`src/rtl/adder_seq_ctrl.sv`:
```
// Sequential W-bit adder: it drives an external combinational 4-bit adder slice one nibble per cycle.
// Optional macro ADDER_SEQ_SUB_EN adds a 'sub' port that selects A-B (B inverted, carry-in forced to 1).
module adder_seq_ctrl #(
    parameter int N_NIB = 4
) (
    input  logic                 clk,
    input  logic                 rst_n,
    input  logic                 start,
    input  logic [4*N_NIB-1:0]   op_a,
    input  logic [4*N_NIB-1:0]   op_b,
    input  logic                 cin,
`ifdef ADDER_SEQ_SUB_EN
    input  logic                 sub,
`endif
    output logic [3:0]           slice_a,
    output logic [3:0]           slice_b,
    output logic                 slice_c0,
    input  logic [3:0]           slice_f,
    input  logic                 slice_c4,
    output logic                 busy,
    output logic                 done,
    output logic [4*N_NIB-1:0]   sum,
    output logic                 cout,
    output logic                 ovf
);

    localparam int W  = 4 * N_NIB;
    localparam int KW = (N_NIB > 1) ? $clog2(N_NIB) : 1;
    localparam logic [KW-1:0] K_LAST = KW'(N_NIB - 1);

    typedef enum logic [1:0] {
        IDLE,
        RUN,
        DONE
    } state_t;

    state_t          state;
    logic [W-1:0]    a_q;
    logic [W-1:0]    b_q;
    logic            cin_q;
    logic            c4_q;
    logic            cmsb_q;
    logic [KW-1:0]   k;
    logic [W-1:0]    b_cap;
    logic            cin_cap;

    always_comb begin
        b_cap   = op_b;
        cin_cap = cin;
`ifdef ADDER_SEQ_SUB_EN
        if (sub) begin
            b_cap   = ~op_b;
            cin_cap = 1'b1;
        end
`endif
    end

    always_comb begin
        slice_a  = '0;
        slice_b  = '0;
        slice_c0 = 1'b0;
        if (state == RUN) begin
            slice_a  = a_q[{k, 2'b00} +: 4];
            slice_b  = b_q[{k, 2'b00} +: 4];
            slice_c0 = (k == '0) ? cin_q : c4_q;
        end
    end

    always_ff @(posedge clk or negedge rst_n) begin
        if (!rst_n) begin
            state  <= IDLE;
            a_q    <= '0;
            b_q    <= '0;
            cin_q  <= 1'b0;
            c4_q   <= 1'b0;
            cmsb_q <= 1'b0;
            k      <= '0;
            busy   <= 1'b0;
            done   <= 1'b0;
            sum    <= '0;
            cout   <= 1'b0;
            ovf    <= 1'b0;
        end else begin
            done <= 1'b0;
            case (state)
                IDLE: begin
                    if (start) begin
                        state <= RUN;
                        busy  <= 1'b1;
                        a_q   <= op_a;
                        b_q   <= b_cap;
                        cin_q <= cin_cap;
                        c4_q  <= 1'b0;
                        k     <= '0;
                        sum   <= '0;
                        cout  <= 1'b0;
                        ovf   <= 1'b0;
                    end
                end
                RUN: begin
                    sum[{k, 2'b00} +: 4] <= slice_f;
                    c4_q                 <= slice_c4;
                    k                    <= k + 1'b1;
                    if (k == K_LAST) begin
                        // The carry into the MSB is recovered from the sum bit: f = a ^ b ^ c.
                        cmsb_q <= a_q[W-1] ^ b_q[W-1] ^ slice_f[3];
                        k      <= '0;
                        state  <= DONE;
                    end
                end
                DONE: begin
                    state <= IDLE;
                    busy  <= 1'b0;
                    done  <= 1'b1;
                    cout  <= c4_q;
                    ovf   <= cmsb_q ^ c4_q;
                end
                default: state <= IDLE;
            endcase
        end
    end

endmodule

```
`config.mk`:
```
export PLATFORM = sky130hd
export DESIGN_NAME = adder_seq_ctrl
export DESIGN_NICKNAME = d
export VERILOG_FILES = /design/src/rtl/adder_seq_ctrl.sv
export SDC_FILE = /design/constraint.sdc
export NUM_CORES = 1
export LEC_CHECK = 0
export BUFFER_PORTS_ARGS = -buffer_cell sky130_fd_sc_hd__clkbuf_2
export CAP_MARGIN = 20
export CORE_MARGIN = 5
export CORE_UTILIZATION = 40
export DETAILED_ROUTE_END_ITERATION = 10
export PLACE_DENSITY_LB_ADDON = 0.12
export SLEW_MARGIN = 20
export SYNTH_ARGS = -nofsm -noshare
export SYNTH_HDL_FRONTEND = slang
export SYNTH_SLANG_ARGS = --single-unit
```
`constraint.sdc`:
```
create_clock -name clk -period 3.5 [get_ports clk]
set_input_delay 0.35 -clock clk [delete_from_list [all_inputs] [get_ports clk]]
set_output_delay 0.35 -clock clk [all_outputs]
set_load 0.05 [all_outputs]
```
* Word level (Yosys, flattened, before mapping)
Cells that the tools add are included.
** Cells by class
- Multiplexer cells :: 20
- Bitwise gates (word level) :: 3
- Add/subtract/negate cells :: 2
- Reductions and logical operators :: 9
- Equality and inequality tests :: 5
- Shift-type cells :: 4
** Operators with widths (number)
- 16-bit one-hot mux with 2 select lines :: 1
- 16-bit by 5-bit indexed part select with 4-bit output :: 2
- 16-bit bitwise mux :: 1
- 16-bit two-way mux :: 1
- 4-bit by 6-bit variable shift with 16-bit output (first input constant) :: 1
- 4-bit by 6-bit indexed part select with 16-bit output :: 1
- 2-bit AND reduction :: 5
- 2-bit two-way mux :: 4
- 4-bit two-way mux :: 2
- 1-bit one-hot mux with 2 select lines :: 4
- 2-bit one-hot mux with 2 select lines :: 2
- 4-bit negation with 6-bit output :: 1
- 1-bit two-way mux :: 5
- 2-bit equality test (second input constant) :: 2
- 2-bit zero test :: 2
- 2-bit nonzero test :: 2
- 1-bit XOR :: 3
- 2-bit by 1-bit adder with 2-bit output (second input constant) :: 1
- 2-bit by 1-bit equality test with 1-bit output (second input constant) :: 1
- 2-bit by 1-bit != test with 1-bit output (second input constant) :: 1
- 2-bit != test (second input constant) :: 1
** Storage, ports and cells
- Input bits :: 41
- Flip-flop bits (word level) :: 59

* Depth between registers and ports, before layout
Gate-level depths: netlist (run 1).
- Depth in word-level cells :: 4
- Depth in mapped cells :: 6

* Worst setup path before layout (run 1)
Ideal clock, no wire load.
- Kind :: register to output
- From :: register k[0]
- To :: output slice_c0
- Required time :: 3.150 ns
- Slack :: 1.346 ns
- Arrival time :: 1.804 ns
- Stages on the path, launching flop included :: 6
- Path through :: dfrtp_1 > buf_4 > inv_1 > ha_1 > mux2i_1 > nor2_1
** Between the ends
- Word-level cells in the longest chain between the ends :: 3
** Ends and longest elaborated chain
- from (decl) :: RTL line 43 : logic [KW-1:0] k;
- from (signal assigned) :: RTL line 103 : k <= k + 1'b1;
- 2-bit zero test :: RTL line 65 : slice_c0 = (k == '0) ? cin_q : c4_q;
- 1-bit two-way mux :: RTL line 65
- 1-bit two-way mux :: RTL line 62 : if (state == RUN) begin
- to (decl) :: RTL line 17 : output logic slice_c0,
No other way between the ends.

* Worst setup path in the final report (run 1)
Ends and elaborated chain as after synthesis.

==> metrics.cfg, run 1 <==
[logic_synthesis]
yosysSeqAreaShare_pct=54.3
synth_most_common_cell=dfrtp_1
synth.cells.most_frequent=dfrtp_1, mux2_2, a22o_1
async_flop_share_pct=100
syn_inst=185
synth_seq_cells=59
synth-main-ff-cell=dfrtp_1
synth_edf_count=0
yosysTopAreaCell=dfrtp_1
netlist.area_leader.share_pct=54.3
synth.cell_area_um2=2720
synth_nets=232
synth.avg_cell_area_um2=14.7
ys_types=31
yosys_warnings=0
synth.top_cells.by_area=dfrtp_1, mux2_4, mux2_2, mux4_2, a22o_1

[status]
status=complete, no violations

[drt]
antenna_left=0
wl_mm=5.57
m1WireLength_mm=2.64
drc=0
wl_met2_mm=2.56
viasPerCell=4.98
top_layer=met4
route.met3.wl_um=308
wl_per_cell_um=16.2
drtPass1Iterations=4
dr.first_iter.drc_count=51
via_count=1714

[die]
start_util_pct=40.5
coreArea_um2=6720
ios=70
die_height_um=92.4
dieArea_um2=8550
row_count=30
die_w_um=92.4

[layout]
nFillCells=574
num_antenna_cells=0
fin_nets=306
drive_above_1_share_pct=50.0
area_growth_pct=23.0

[setup_path]
path_cells=inv_1, ha_1, mux2i_1, nor2_1, clkbuf_2
cp_slowest_stage_delay_ps=840
cp-start-kind=flop
cp_max_fo=16
critPathKind=flop to output pin
worst_path_max_delay_cell=dfrtp_1
cp.arrival_ps=2210
ff2ff_path_depth=5
end_kind=output pin
critical_path_required_ps=3150

[sta]
max_freq_mhz=391
rsz0062_at_grt=false
setup_viol=0
finalHoldViolations=0
fin_tns_setup_ps=0
finalMaxSlewViolations=0
period_share_pct=73.1
worst_pin_slew_ps=881
layout_min_cycle_time_ps=2560
skew_ps=10.3
timing.hold.ws_ps=236
timing.slew.headroom_pct=41.1

[grt]
grt_pass1_vias=1846
grt_start_max_net_pins=45
globalRouteTotalUtil_pct=14.4
grt_pass1_wl_mm=9.40
grt.overflow.total=0
antenna_found_initial=0

[cts]
path_clk_slew_ps=60
cts_tree=built
post_cts_buffers=0
cts-root-buf=clkbuf_8
cts_sinks=59
cts_max_level=3
clk-insertion-delay-late_ps=330
cts_buffer_depth=2
cts_buffers=9

[placement]
place_congestion=0.768
port_buffers=69
hpwl_mm=3.94

[power_and_ir_drop]
power_density_nw_per_um2=1060
leakagePower_nw=1.64
vdd_drop_max_mv=0.467

[hold_path]
whs_path_depth=3
hold_path.class=input pin to flop

[job]
drv_cap=0

report_power, final:
part           switching, mW  total [mW]  leakage, nW  internal (mW)
combinational          0.933        1.64        0.799          0.708
clock                  0.266       0.704        0.113          0.439
sequential             0.244        1.22        0.732          0.971
total                   1.44        3.56         1.64           2.12
final timing paths:
path                       startpoint        to  slack, ps
setup reg to reg                 k[0]    sum[1]       1180
hold reg to reg               b_q[10]   b_q[10]        500
hold / removal               slice_c4      c4_q        240
max in group asynchronous       rst_n   a_q[15]       2140
setup / recovery                 k[0]  slice_c0        940
min in group asynchronous       rst_n     cin_q        470
cells in the final DEF (no fill, tap or decap), types with 3 or more instances in the layout:
master     n
mux4_2     8
xnor2_1    3
ha_1       6
mux2_4    15
nand2_1   11
dfrtp_1   59
and2_1     9
clkbuf_8  11
a21o_1     4
clkbuf_2  69
nand2b_1   3
a22o_1    16
inv_1      4
mux2_2    19
flip-flops by register name (all words and copies together), names as in the netlist, 2 cells and up:
| name | count |
|---|---|
| state | 2 |
| a_q | 16 |
| b_q | 16 |
| sum | 16 |
| k | 2 |
through the flow:
step | area (µm²) | utilization (%) | setup slack (ps) | total power, mW | instances
2_1_floorplan | 2720 | - | 1350 | 2.56 | 185
4_1_cts | 3340 | 49.8 | 861 | 3.61 | 344
6_report | 3340 | 49.8 | 941 | 3.56 | 344
3_5_place_dp | 3110 | 46.2 | 1150 | 2.89 | 327
5_1_grt | 3340 | 49.8 | 733 | 3.79 | 344
3_3_place_gp | 3110 | 46.2 | 1170 | 2.87 | 327
critical path, delay by kind of cell (launching register included):
kind / cells / cell delay [ps]
simple gates: 1 / 90
buf+inv: 2 / 520
fa+ha+maj: 1 / 300
flops: 1 / 840
mux: 1 / 120
cell type report:
class | count | area [µm²] | share of cell area, %
Sequential cell | 59 | 1480 | 44.1
Clock inverter | 4 | 72.6 | 2.17
Timing Repair Buffer | 72 | 370 | 11.1
Clock buffer | 12 | 155 | 4.64
Tap cell | 80 | 100 | 2.99
Inverter | 4 | 15.0 | 0.449
Multi-Input combinational cell | 113 | 1150 | 34.5
what timing repair did:
action | CTS | global route
resized for setup | 0 | 0
hold endpoints to repair | 15 | 0
hold buffers | 1 | 0
metal layers:
metal	track usage [%]	vias up
met3	5.69	8
met2	21.3	48
met1	19.4	838
met5	0	-
met4	4.21	0
li1	-	820
logic make-up after synthesis:
| family | after synthesis | synth area share, % |
|---|---|---|
| flip-flops | 59 | 54.3 |
| multiplexers | 43 | 23.1 |
| AND/OR/NAND/NOR | 34 | 7.78 |
| AO/OA/AOI/OAI | 27 | 7.82 |
| buffers and inverters | 13 | 3.22 |
| adder cells (fa/ha/maj) | 6 | 2.76 |
| XOR/XNOR | 3 | 0.967 |
(Power assumes the default switching activity.)
==> inputs of run 2 (changes only) <==
Settings changed: ABC_AREA from default to 1.
Clock period 3.5 ns to 2.5 ns, I/O delays scaled along.
==> run 2 against run 1 <==
  * Non-clock buffer count grew 2
  * Clock-buffer cell count up 1
  * Register-to-register slack got worse by 370 ps
  * First-iteration DRC count up 150%
  * Synthesized area rose by 5.6%
  * Sequential power is 21% higher
  * Worst hold slack got worse by 180 ps
  * Power increased by 39%
  * Critical endpoint unchanged
  * Highest routed layer unchanged
==> metrics.cfg, run 2 <==
[drt]
wl_mm=6.78
antenna_left=0
via_count=2383
drc=0
wl_per_cell_um=13.4
drtPass1Iterations=4
viasPerCell=4.73
dr.first_iter.drc_count=125

[logic_synthesis]
synth_seq_cells=59
yosysTopAreaCell=dfrtp_1
synth.cells.most_frequent=dfrtp_1, nand2_1, inv_1
synth.avg_cell_area_um2=8.59
yosys_warnings=0
synth_edf_count=0
synth.cell_area_um2=2870
async_flop_share_pct=100
synth_nets=381
netlist.area_leader.share_pct=51.4
synth_most_common_cell=dfrtp_1
yosysSeqAreaShare_pct=51.4
synth.top_cells.by_area=dfrtp_1, a21oi_2, nand2_1, nand3_1, inv_1
ys_types=19
syn_inst=334
synth-main-ff-cell=dfrtp_1

[setup_path]
path_buf_inv=2
cpMostUsedCell=nor2_1
worst_path_max_delay_cell=dfrtp_1
critical_path_required_ps=2250
end_kind=output pin
cp_max_fo=27
cp.arrival_ps=1900
critPathKind=flop to output pin
critPathTopFamily=buffers and inverters
cp_slowest_stage_delay_ps=380
cp-start-kind=flop
path_cells=inv_2, ha_1, nor2_1, a21oi_1, nor2_1, buf_12

[cts]
clk-insertion-delay-late_ps=330
post_cts_resized=0
post_cts_buffers=0
cts_sinks=59
path_clk_slew_ps=60
cts_tree=built
cts-root-buf=clkbuf_8
cts_buffer_depth=2
ctsHoldBuffers=0
cts_buffers=9
cts_max_level=3

[power_and_ir_drop]
total_power_mw=4.93
leakagePower_nw=1.83
power_density_nw_per_um2=1410
vdd_drop_max_mv=0.688

[sta]
fin_tns_setup_ps=0
max_freq_mhz=465
finalMaxSlewViolations=0
timing.slew.headroom_pct=50.0
rsz0062_at_grt=false
layout_min_cycle_time_ps=2150
worst_pin_slew_ps=750
period_share_pct=86.1
finalHoldViolations=0
setup_viol=0
skew_ps=4.48

[layout]
mostFrequentLayoutCell=clkbuf_2
most-common-layout-cells=clkbuf_2, dfrtp_1, nand2_1
drive_above_1_share_pct=29.7
nFillCells=705
seqCellArea_um2=1480
top_regs=a_q: 16 flops, b_q: 16 flops, sum: 16 flops
instances_no_fill=504
num_antenna_cells=0
multi_input_area_um2=1130
area_growth_pct=21.5
fin_nets=451

[placement]
hpwl_mm=4.64
place_congestion=0.747
place_inst=489
port_buffers=69

[grt]
grt_pass1_vias=2415
antenna_found_initial=0
grt_pass1_wl_mm=11.2
globalRouteTotalUtil_pct=16.3
grt_start_max_net_pins=73
grt.overflow.total=0

[die]
row_count=30
start_util_pct=41.6
die_height_um=94.7
coreArea_um2=6910
dieArea_um2=8970
die_w_um=94.7
ios=70

[status]
status=complete, no violations

[job]
drv_cap=0

[hold_path]
hold_path.class=input pin to async pin

==> run 2: area by class of cell <==
type,count,area share [%]
flip-flops and latches,59,42.3
well taps,96,3.44
clock inverters,2,0.287
clock buffers,13,4.84
inverters,46,4.95
multi-input cells,214,32.4
repair buffers,74,11.8
==> run 2: cell families after synthesis <==
group	Yosys count	share of synthesized area, %
buffers and inverters	61	9.46
flip-flops	59	51.4
XOR/XNOR	1	0.305
AND/OR/NAND/NOR	144	21.5
adder cells (fa/ha/maj)	6	2.62
AO/OA/AOI/OAI	63	14.6
==> run 2: final timing paths <==
| check | from | to | slack (ps) | depth (start not counted) |
|---|---|---|---|---|
| worst min register to register | cin_q | cin_q | 490 | 2 |
| worst max register to register | k[0] | sum[12] | 810 | 5 |
| worst min-delay path | rst_n | a_q[0] | 60 | 2 |
| max in group asynchronous | rst_n | sum[5] | 1930 | 2 |
| min in group clk | slice_c4 | c4_q | 130 | 3 |
| worst max-delay path | k[0] | slice_c0 | 350 | 6 |
==> run 2: report_power, final <==
part / switching, mW / internal (mW) / total (mW) / leakage [nW]
logic: 1.93 / 0.727 / 2.66 / 1.03
clock network: 0.360 / 0.433 / 0.793 / 0.0953
registers: 0.148 / 1.34 / 1.48 / 0.706
==> run 2: through the flow <==
stage / hold WS [ps] / util [%] / setup WS (ps) / instance area [µm²]
floorplan: -45.6 / - / 360 / 2870
detailed placement: 456 / 47.9 / 706 / 3310
CTS: 92.7 / 50.5 / 321 / 3490
global placement: 469 / 47.9 / 725 / 3310
finish: 56.5 / 50.5 / 347 / 3490
global route: 150 / 50.5 / 207 / 3490
==> run 2: layer usage <==
layer / vias up / share of wire, % / global-route usage, %
li1: 1208 / - / -
met1: 1097 / 46 / 21.7
met2: 66 / 46 / 25.5
met3: 12 / 5.9 / 3.43
met4: 0 / 1.6 / 7.09
met5: - / 0 / 0
